==> src/rtl/pipeline_pkg.sv <==
// Shared pipeline types for the hazard unit: forward selects, FSM states and
// the operand-forwarding priority helper.
package pipeline_pkg;

    localparam int REG_AW = 5;

    typedef enum logic [1:0] {
        FWD_NONE = 2'b00,
        FWD_W    = 2'b01,
        FWD_M    = 2'b10
    } fwd_sel_t;

    typedef enum logic {
        RUN      = 1'b0,
        MDU_WAIT = 1'b1
    } hazard_state_t;

    // The younger producer (Memory) holds the newer value, so it wins over Writeback.
    function automatic fwd_sel_t fwd_select(
        input logic [REG_AW-1:0] src,
        input logic [REG_AW-1:0] m_wa,
        input logic              m_we,
        input logic [REG_AW-1:0] w_wa,
        input logic              w_we
    );
        if (m_we && (m_wa != '0) && (m_wa == src)) begin
            return FWD_M;
        end
        if (w_we && (w_wa != '0) && (w_wa == src)) begin
            return FWD_W;
        end
        return FWD_NONE;
    endfunction

endpackage

==> src/rtl/hazard_unit_if.sv <==
// Pipeline <-> hazard unit signal bundle. master = pipeline side, slave = hazard unit.
interface hazard_unit_if
    import pipeline_pkg::*;
#(
    parameter int PERF_W = 32
);

    logic [REG_AW-1:0] d_rs;
    logic [REG_AW-1:0] d_rt;
    logic [REG_AW-1:0] e_rs;
    logic [REG_AW-1:0] e_rt;
    logic [REG_AW-1:0] e_rf_wa;
    logic              e_rf_we;
    logic              e_load;
    logic [REG_AW-1:0] m_rf_wa;
    logic              m_rf_we;
    logic [REG_AW-1:0] w_rf_wa;
    logic              w_rf_we;
    logic              m_branch_taken;
    logic              e_mdu_start;
    logic              mdu_done;

    logic              f_stall;
    logic              d_stall;
    logic              e_stall;
    logic              d_flush;
    logic              e_flush;
    logic              m_flush;
    logic [1:0]        fwd_a_e;
    logic [1:0]        fwd_b_e;
    logic              mdu_abort;
    logic [PERF_W-1:0] stall_cnt;
    logic [PERF_W-1:0] flush_cnt;

    modport master (
        output d_rs, d_rt, e_rs, e_rt, e_rf_wa, e_rf_we, e_load,
               m_rf_wa, m_rf_we, w_rf_wa, w_rf_we,
               m_branch_taken, e_mdu_start, mdu_done,
        input  f_stall, d_stall, e_stall, d_flush, e_flush, m_flush,
               fwd_a_e, fwd_b_e, mdu_abort, stall_cnt, flush_cnt
    );

    modport slave (
        input  d_rs, d_rt, e_rs, e_rt, e_rf_wa, e_rf_we, e_load,
               m_rf_wa, m_rf_we, w_rf_wa, w_rf_we,
               m_branch_taken, e_mdu_start, mdu_done,
        output f_stall, d_stall, e_stall, d_flush, e_flush, m_flush,
               fwd_a_e, fwd_b_e, mdu_abort, stall_cnt, flush_cnt
    );

endinterface

==> src/rtl/hazard_perf_counter.sv <==
// PERF_W-wide event counter that sticks at all-ones instead of wrapping.
module hazard_perf_counter #(
    parameter int PERF_W = 32
) (
    input  logic              clock,
    input  logic              reset,
    input  logic              i_inc,
    output logic [PERF_W-1:0] o_count
);

    logic [PERF_W-1:0] r_count;

    // NOTE: sequential state uses non-blocking assignment so every flop samples pre-edge values.
    always_ff @(posedge clock or posedge reset) begin
        if (reset) begin
            r_count <= '0;
        end else if (i_inc && (r_count != '1)) begin
            r_count <= r_count + PERF_W'(1);
        end
    end

    assign o_count = r_count;

endmodule

==> src/rtl/hazard_unit.sv <==
// Pipeline hazard unit: forwarding, load-use stall, branch flush and MDU wait FSM.
// Define HAZARD_PERF_CNT_EN to build the stall/flush performance counters.
module hazard_unit
    import pipeline_pkg::*;
#(
    parameter int PERF_W = 32
) (
    input logic          clock,
    input logic          reset,
    hazard_unit_if.slave hz
);

    hazard_state_t r_state;
    hazard_state_t w_next_state;
    fwd_sel_t      w_fwd_a;
    fwd_sel_t      w_fwd_b;
    logic          w_load_use;
    logic          w_f_stall;
    logic          w_d_stall;
    logic          w_e_stall;
    logic          w_d_flush;
    logic          w_e_flush;
    logic          w_m_flush;
    logic          w_mdu_abort;

    assign w_fwd_a = fwd_select(hz.e_rs, hz.m_rf_wa, hz.m_rf_we, hz.w_rf_wa, hz.w_rf_we);
    assign w_fwd_b = fwd_select(hz.e_rt, hz.m_rf_wa, hz.m_rf_we, hz.w_rf_wa, hz.w_rf_we);

    assign w_load_use = hz.e_load && hz.e_rf_we && (hz.e_rf_wa != '0) &&
                        ((hz.e_rf_wa == hz.d_rs) || (hz.e_rf_wa == hz.d_rt));

    always_ff @(posedge clock or posedge reset) begin
        if (reset) begin
            r_state <= RUN;
        end else begin
            r_state <= w_next_state;
        end
    end

    // NOTE: every output gets a default before the case so no path can infer a latch.
    always_comb begin
        w_next_state = r_state;
        w_f_stall    = 1'b0;
        w_d_stall    = 1'b0;
        w_e_stall    = 1'b0;
        w_d_flush    = 1'b0;
        w_e_flush    = 1'b0;
        w_m_flush    = 1'b0;
        w_mdu_abort  = 1'b0;
        unique case (r_state)
            RUN: begin
                if (hz.m_branch_taken) begin
                    w_d_flush   = 1'b1;
                    w_e_flush   = 1'b1;
                    w_m_flush   = 1'b1;
                    w_mdu_abort = hz.e_mdu_start;
                end else if (hz.e_mdu_start && !hz.mdu_done) begin
                    // The MDU hold freezes E, so it takes precedence over a load-use bubble.
                    w_f_stall    = 1'b1;
                    w_d_stall    = 1'b1;
                    w_e_stall    = 1'b1;
                    w_m_flush    = 1'b1;
                    w_next_state = MDU_WAIT;
                end else if (w_load_use) begin
                    w_f_stall = 1'b1;
                    w_d_stall = 1'b1;
                    w_e_flush = 1'b1;
                end
            end
            MDU_WAIT: begin
                if (hz.m_branch_taken) begin
                    w_d_flush    = 1'b1;
                    w_e_flush    = 1'b1;
                    w_m_flush    = 1'b1;
                    w_mdu_abort  = 1'b1;
                    w_next_state = RUN;
                end else if (!hz.mdu_done) begin
                    w_f_stall = 1'b1;
                    w_d_stall = 1'b1;
                    w_e_stall = 1'b1;
                    w_m_flush = 1'b1;
                end else begin
                    w_next_state = RUN;
                end
            end
            default: w_next_state = RUN;
        endcase
    end

    // Reset forces every control output quiet regardless of the inputs.
    assign hz.f_stall   = w_f_stall   & ~reset;
    assign hz.d_stall   = w_d_stall   & ~reset;
    assign hz.e_stall   = w_e_stall   & ~reset;
    assign hz.d_flush   = w_d_flush   & ~reset;
    assign hz.e_flush   = w_e_flush   & ~reset;
    assign hz.m_flush   = w_m_flush   & ~reset;
    assign hz.mdu_abort = w_mdu_abort & ~reset;
    assign hz.fwd_a_e   = reset ? FWD_NONE : w_fwd_a;
    assign hz.fwd_b_e   = reset ? FWD_NONE : w_fwd_b;

`ifdef HAZARD_PERF_CNT_EN
    hazard_perf_counter #(.PERF_W(PERF_W)) u_stall_cnt (
        .clock   (clock),
        .reset   (reset),
        .i_inc   (w_f_stall),
        .o_count (hz.stall_cnt)
    );

    hazard_perf_counter #(.PERF_W(PERF_W)) u_flush_cnt (
        .clock   (clock),
        .reset   (reset),
        .i_inc   (hz.m_branch_taken),
        .o_count (hz.flush_cnt)
    );
`else
    assign hz.stall_cnt = {PERF_W{1'b0}};
    assign hz.flush_cnt = {PERF_W{1'b0}};
`endif

endmodule

==> src/flat_wrapper.sv <==
// flat-port wrapper written by rule: the top's interface ports become plain ports
module hazard_unit_flat import pipeline_pkg::*;
#(
    parameter int PERF_W = 32
)
  (clock, reset, hz_d_rs, hz_d_rt, hz_e_rs, hz_e_rt, hz_e_rf_wa, hz_e_rf_we, hz_e_load, hz_m_rf_wa, hz_m_rf_we, hz_w_rf_wa, hz_w_rf_we, hz_m_branch_taken, hz_e_mdu_start, hz_mdu_done, hz_f_stall, hz_d_stall, hz_e_stall, hz_d_flush, hz_e_flush, hz_m_flush, hz_fwd_a_e, hz_fwd_b_e, hz_mdu_abort, hz_stall_cnt, hz_flush_cnt);
  hazard_unit_if #(.PERF_W(PERF_W)) hz_i ();
  input logic clock;
  input logic reset;
  input wire logic [$bits(hz_i.d_rs)-1:0] hz_d_rs;
  input wire logic [$bits(hz_i.d_rt)-1:0] hz_d_rt;
  input wire logic [$bits(hz_i.e_rs)-1:0] hz_e_rs;
  input wire logic [$bits(hz_i.e_rt)-1:0] hz_e_rt;
  input wire logic [$bits(hz_i.e_rf_wa)-1:0] hz_e_rf_wa;
  input wire logic [$bits(hz_i.e_rf_we)-1:0] hz_e_rf_we;
  input wire logic [$bits(hz_i.e_load)-1:0] hz_e_load;
  input wire logic [$bits(hz_i.m_rf_wa)-1:0] hz_m_rf_wa;
  input wire logic [$bits(hz_i.m_rf_we)-1:0] hz_m_rf_we;
  input wire logic [$bits(hz_i.w_rf_wa)-1:0] hz_w_rf_wa;
  input wire logic [$bits(hz_i.w_rf_we)-1:0] hz_w_rf_we;
  input wire logic [$bits(hz_i.m_branch_taken)-1:0] hz_m_branch_taken;
  input wire logic [$bits(hz_i.e_mdu_start)-1:0] hz_e_mdu_start;
  input wire logic [$bits(hz_i.mdu_done)-1:0] hz_mdu_done;
  output wire logic [$bits(hz_i.f_stall)-1:0] hz_f_stall;
  output wire logic [$bits(hz_i.d_stall)-1:0] hz_d_stall;
  output wire logic [$bits(hz_i.e_stall)-1:0] hz_e_stall;
  output wire logic [$bits(hz_i.d_flush)-1:0] hz_d_flush;
  output wire logic [$bits(hz_i.e_flush)-1:0] hz_e_flush;
  output wire logic [$bits(hz_i.m_flush)-1:0] hz_m_flush;
  output wire logic [$bits(hz_i.fwd_a_e)-1:0] hz_fwd_a_e;
  output wire logic [$bits(hz_i.fwd_b_e)-1:0] hz_fwd_b_e;
  output wire logic [$bits(hz_i.mdu_abort)-1:0] hz_mdu_abort;
  output wire logic [$bits(hz_i.stall_cnt)-1:0] hz_stall_cnt;
  output wire logic [$bits(hz_i.flush_cnt)-1:0] hz_flush_cnt;
  assign hz_i.d_rs = hz_d_rs;
  assign hz_i.d_rt = hz_d_rt;
  assign hz_i.e_rs = hz_e_rs;
  assign hz_i.e_rt = hz_e_rt;
  assign hz_i.e_rf_wa = hz_e_rf_wa;
  assign hz_i.e_rf_we = hz_e_rf_we;
  assign hz_i.e_load = hz_e_load;
  assign hz_i.m_rf_wa = hz_m_rf_wa;
  assign hz_i.m_rf_we = hz_m_rf_we;
  assign hz_i.w_rf_wa = hz_w_rf_wa;
  assign hz_i.w_rf_we = hz_w_rf_we;
  assign hz_i.m_branch_taken = hz_m_branch_taken;
  assign hz_i.e_mdu_start = hz_e_mdu_start;
  assign hz_i.mdu_done = hz_mdu_done;
  assign hz_f_stall = hz_i.f_stall;
  assign hz_d_stall = hz_i.d_stall;
  assign hz_e_stall = hz_i.e_stall;
  assign hz_d_flush = hz_i.d_flush;
  assign hz_e_flush = hz_i.e_flush;
  assign hz_m_flush = hz_i.m_flush;
  assign hz_fwd_a_e = hz_i.fwd_a_e;
  assign hz_fwd_b_e = hz_i.fwd_b_e;
  assign hz_mdu_abort = hz_i.mdu_abort;
  assign hz_stall_cnt = hz_i.stall_cnt;
  assign hz_flush_cnt = hz_i.flush_cnt;
  hazard_unit #(.PERF_W(PERF_W)) u_core (.clock(clock), .reset(reset), .hz(hz_i));
endmodule
==> config.mk <==
export PLATFORM = sky130hd
export DESIGN_NAME = hazard_unit_flat
export DESIGN_NICKNAME = d
export VERILOG_FILES = /design/src/rtl/pipeline_pkg.sv /design/src/rtl/hazard_unit_if.sv /design/src/rtl/hazard_perf_counter.sv /design/src/rtl/hazard_unit.sv /design/src/flat_wrapper.sv
export SDC_FILE = /design/constraint.sdc
export NUM_CORES = 1
export LEC_CHECK = 0
export CORE_MARGIN = 8
export CORE_UTILIZATION = 28
export CTS_BUF_LIST = sky130_fd_sc_hd__clkbuf_4
export DETAILED_ROUTE_END_ITERATION = 7
export PLACE_DENSITY = 0.82
export REMOVE_ABC_BUFFERS = 1
export SETUP_SLACK_MARGIN = 0.15
export SLEW_MARGIN = 20
export SYNTH_ARGS = -nofsm -noshare
export SYNTH_HDL_FRONTEND = slang
export SYNTH_SLANG_ARGS = --single-unit
==> constraint.sdc <==
create_clock -name clock -period 1.9 [get_ports clock]
set_input_delay 0.285 -clock clock [delete_from_list [all_inputs] [get_ports clock]]
set_output_delay 0.285 -clock clock [all_outputs]
set_load 0.005 [all_outputs]
==> impl_metrics.sql <==
INSERT INTO impl_metrics (metric_group, metric, value, unit) VALUES
('worst_setup_path', 'timing.critical_path.arrival', '1.58', 'ns'),
('yosys', 'synth_area', '0.001008', 'mm^2'),
('floorplan', 'pin_count', '119', ''),
('clocking', 'holdBufCountCts', '0', ''),
('pwr', 'power_report.internal_total', '0.1791', 'mW'),
('finish', 'largest_reg_flops', '1', ''),
('sta', 'finalCritPeriodShare', '0.9816', ''),
('yosys', 'postSynthRegisterBits', '1', ''),
('finish', 'area_growth_synth_to_finish', '64.64', '%'),
('pwr', 'power.static_leakage', '0.9210', 'nW'),
('floorplan', 'initial_core_util', '0.2840', ''),
('routing', 'antenna_violating_nets_left', '0', ''),
('pwr', 'p_per_area', '197.0', 'mW/mm^2'),
('worst_setup_path', 'max_fanout_on_critical_path', '2', ''),
('floorplan', 'placeableCoreArea', '0.003551', 'mm^2'),
('sta', 'rsz_0062_raised_after_global_routing', 'true', ''),
('finish', 'reg_top3', 'u_core.r_state x1', ''),
('worst_setup_path', 'endpoint_class_of_the_critical_path', 'primary output', ''),
('worst_setup_path', 'cp_top_family', 'simple AND/OR/NAND/NOR gates', ''),
('routing', 'wire_per_inst', '12.01', 'um'),
('finish', 'antenna_fix_cells', '0', ''),
('floorplan', 'floorplan.rows', '22', ''),
('finish', 'layout-drive-gt1-share', '0.2941', ''),
('worst_hold_path', 'min_path_type', 'input pin to asynchronous set/reset pin', ''),
('status', 'status', 'complete, no violations', ''),
('worst_setup_path', 'timing.critical_path.mode_cell', 'sky130_fd_sc_hd__buf_6', ''),
('routing', 'vias_per_cell', '3.688', ''),
('pwr', 'power.share.sequential', '0.072', ''),
('sta', 'hold_viol', '0', ''),
('sta', 'fmax', '536.2', 'MHz'),
('finish', 'fin_nets', '267', ''),
('placed_design', 'detailed_place_hpwl', '2818', 'um'),
('worst_setup_path', 'path_class', 'input pin to primary output', ''),
('pwr', 'ir_drop', '0.00009876', 'V'),
('pwr', 'finalPower', '0.3270', 'mW'),
('yosys', 'yosysWarnings', '0', ''),
('sta', 'finalSetupViolations', '0', ''),
('yosys', 'syn_avg_cell_area', '7.308', 'um^2'),
('sta', 'final.setup_skew', '0', 'ns'),
('grt', 'maximum_number_of_pins_on_one_net_before_global_route_repair', '6', ''),
('yosys', 'netlist_instances', '138', ''),
('sta', 'final_setup_tns', '0', 'ns'),
('clocking', 'clk_latency', '0', 'ns'),
('worst_setup_path', 'startpoint_kind_of_the_worst_setup_timing_path', 'input pin', ''),
('worst_setup_path', 'timing.critical_path.buf_inv', '3', ''),
('routing', 'drt_first_pass_iters', '4', ''),
('pwr', 'power_frac_comb', '0.928', ''),
('routing', 'drt_first_iter_violations', '19', ''),
('sta', 'layout_setup_ws', '0.03498', 'ns'),
('clocking', 'clk_transition_reported_paths', '0', 'ns'),
('routing', 'vias', '992', ''),
('yosys', 'seq_area_frac_synth', '0.02481', ''),
('placed_design', 'detailedPlace.worstSlack', '-0.7313', 'ns'),
('worst_setup_path', 'cp_slowest_cell', 'sky130_fd_sc_hd__or4_4', ''),
('finish', 'max_flop_register', 'u_core.r_state', ''),
('pwr', 'switching_share', '0.4525', ''),
('grt', 'first_global_vias', '1124', ''),
('worst_setup_path', 'critPathMaxStageDelay', '0.54', 'ns'),
('sta', 'maxSlewViolCount', '0', ''),
('finish', 'utilization', '0.4676', ''),
('grt', 'grt_pass1_wl', '4954', 'um'),
('worst_setup_path', 'critical_path.cell_chain', 'buf_6, buf_6, xor2_1, or4_4, nor4_2, buf_2', ''),
('placed_design', 'gp_routability_congestion', '0.8108', ''),
('floorplan', 'dieArea', '0.005778', 'mm^2'),
('grt', 'gr-total-overflow', '0', ''),
('job', 'maxCapViolations', '0', ''),
('sta', 'min_period', '1.865', 'ns'),
('routing', 'drc', '0', ''),
('pwr', 'power_switching', '0.1480', 'mW'),
('placed_design', 'place.port_buffers', '54', ''),
('floorplan', 'die-width', '76.02', 'um'),
('grt', 'grt_use_total', '0.09626', ''),
('floorplan', 'floorplan.die.height', '76.02', 'um'),
('finish', 'fillers', '360', ''),
('grt', 'antenna_found_initial', '0', ''),
('pwr', 'clock_power_share', '0', ''),
('worst_setup_path', 'critical_path_required', '1.62', 'ns'),
('routing', 'finalWirelength', '3231', 'um'),
('yosys', 'synth_cell_types', '20', '');
-- stage by stage --
stage / std cells / area (um^2) / hold slack (ns)
global placement: 265 / 1560 / 0.6210
finish: 269 / 1660 / 0.4827
floorplan: 136 / 757.0 / 0.03842
global route: 269 / 1660 / 0.5113
detailed placement: 265 / 1560 / 0.6280
CTS: 268 / 1568 / 0.4932
-- path summary, 6_finish.rpt --
check,to,slack [ns],from,cells after the start
setup / recovery,hz_fwd_a_e[0],0.03,hz_w_rf_wa[3],6
hold / removal,u_core.r_state$_DFF_PP0_,0.48,reset,4
setup reg to reg,u_core.r_state$_DFF_PP0_,1.03,u_core.r_state$_DFF_PP0_,3
hold reg to reg,u_core.r_state$_DFF_PP0_,0.76,u_core.r_state$_DFF_PP0_,3
max in group asynchronous,u_core.r_state$_DFF_PP0_,1.33,reset,4
min in group clock,u_core.r_state$_DFF_PP0_,0.72,hz_mdu_done,2
-- power groups by stage --
stage	combinational (mW)	clock [mW]	sequential, mW
after floorplan	0.102	0	0.0230
after CTS	0.278	0	0.0235
after global placement	0.281	0	0.0232
after detailed placement	0.284	0	0.0232
after global routing	0.333	0	0.0235
final	0.304	0	0.0235
-- cell type report --
type	count	area (um^2)	share of cell area
timing repair buffer	85	734.5	0.4424
inverter	2	7.507	0.004521
tap	48	60.06	0.03617
sequential	1	25.02	0.01507
multi-input combinational	133	833.3	0.5019
-- layout by cell type (no fill, tap or decap), types with 3 or more instances in the layout --
master / n
sky130_fd_sc_hd__conb_1: 64
sky130_fd_sc_hd__buf_4: 27
sky130_fd_sc_hd__xor2_1: 20
sky130_fd_sc_hd__dlygate4sd2_1: 20
sky130_fd_sc_hd__buf_2: 11
sky130_fd_sc_hd__xnor2_1: 9
sky130_fd_sc_hd__dlymetal6s2s_1: 9
sky130_fd_sc_hd__nor2_1: 8
sky130_fd_sc_hd__buf_6: 7
sky130_fd_sc_hd__clkdlybuf4s15_1: 7
sky130_fd_sc_hd__clkdlybuf4s50_1: 4
sky130_fd_sc_hd__or4_4: 3
sky130_fd_sc_hd__nand2_1: 3
sky130_fd_sc_hd__nor3_1: 3
sky130_fd_sc_hd__nor3_2: 3
sky130_fd_sc_hd__nor4_4: 3
-- per-layer routing --
layer	vias to the layer above	share of wire	track usage
li1	484	-	-
met1	443	0.33	0.08857
met2	63	0.56	0.2005
met3	2	0.11	0.03656
met4	0	0.0056	0
met5	-	0	0
-- cells by family after synthesis --
group                     share of synthesized area
AOI/OAI and AO/OA                           0.04343
xor gates and xnor gates                     0.2605
buffers and inverters                        0.4913
DFF                                         0.02481
other                                      0.003719
and+or+nand+nor                              0.1762
-- cell usage after synthesis, drive strengths merged --
| library cell | number | area, um^2 |
|---|---|---|
| a211oi | 1 | 7.510 |
| a22oi | 1 | 7.510 |
| buf | 65 | 488.0 |
| conb | 1 | 3.750 |
| dfrtp | 1 | 25.02 |
| inv | 2 | 7.510 |
| nand2 | 5 | 18.77 |
| nand2b | 1 | 6.260 |
| nand3 | 3 | 15.01 |
| nor2 | 9 | 33.78 |
| nor3 | 6 | 30.03 |
| nor4 | 5 | 43.79 |
| o211ai | 1 | 7.510 |
| o21ai | 2 | 13.76 |
| o21bai | 1 | 7.510 |
| or4 | 4 | 30.03 |
| xnor2 | 10 | 87.58 |
| xor2 | 20 | 175.2 |
-- worst register-to-register path, stage by stage, from the launching register on --
cell	delay, ns
sky130_fd_sc_hd__dfrtp_1	0.37
sky130_fd_sc_hd__nor2_2	0.17
sky130_fd_sc_hd__buf_4	0.15
sky130_fd_sc_hd__nor3_1	0.04
-- what timing repair did --
item / CTS / global route
buffers inserted: 3 / 1
pin swaps: 19 / 13
gates resized for setup: 107 / 21
endpoints found under the setup margin: 11 / 8
gates cloned: 0 / 0
Power figures use the tool's default switching activity.
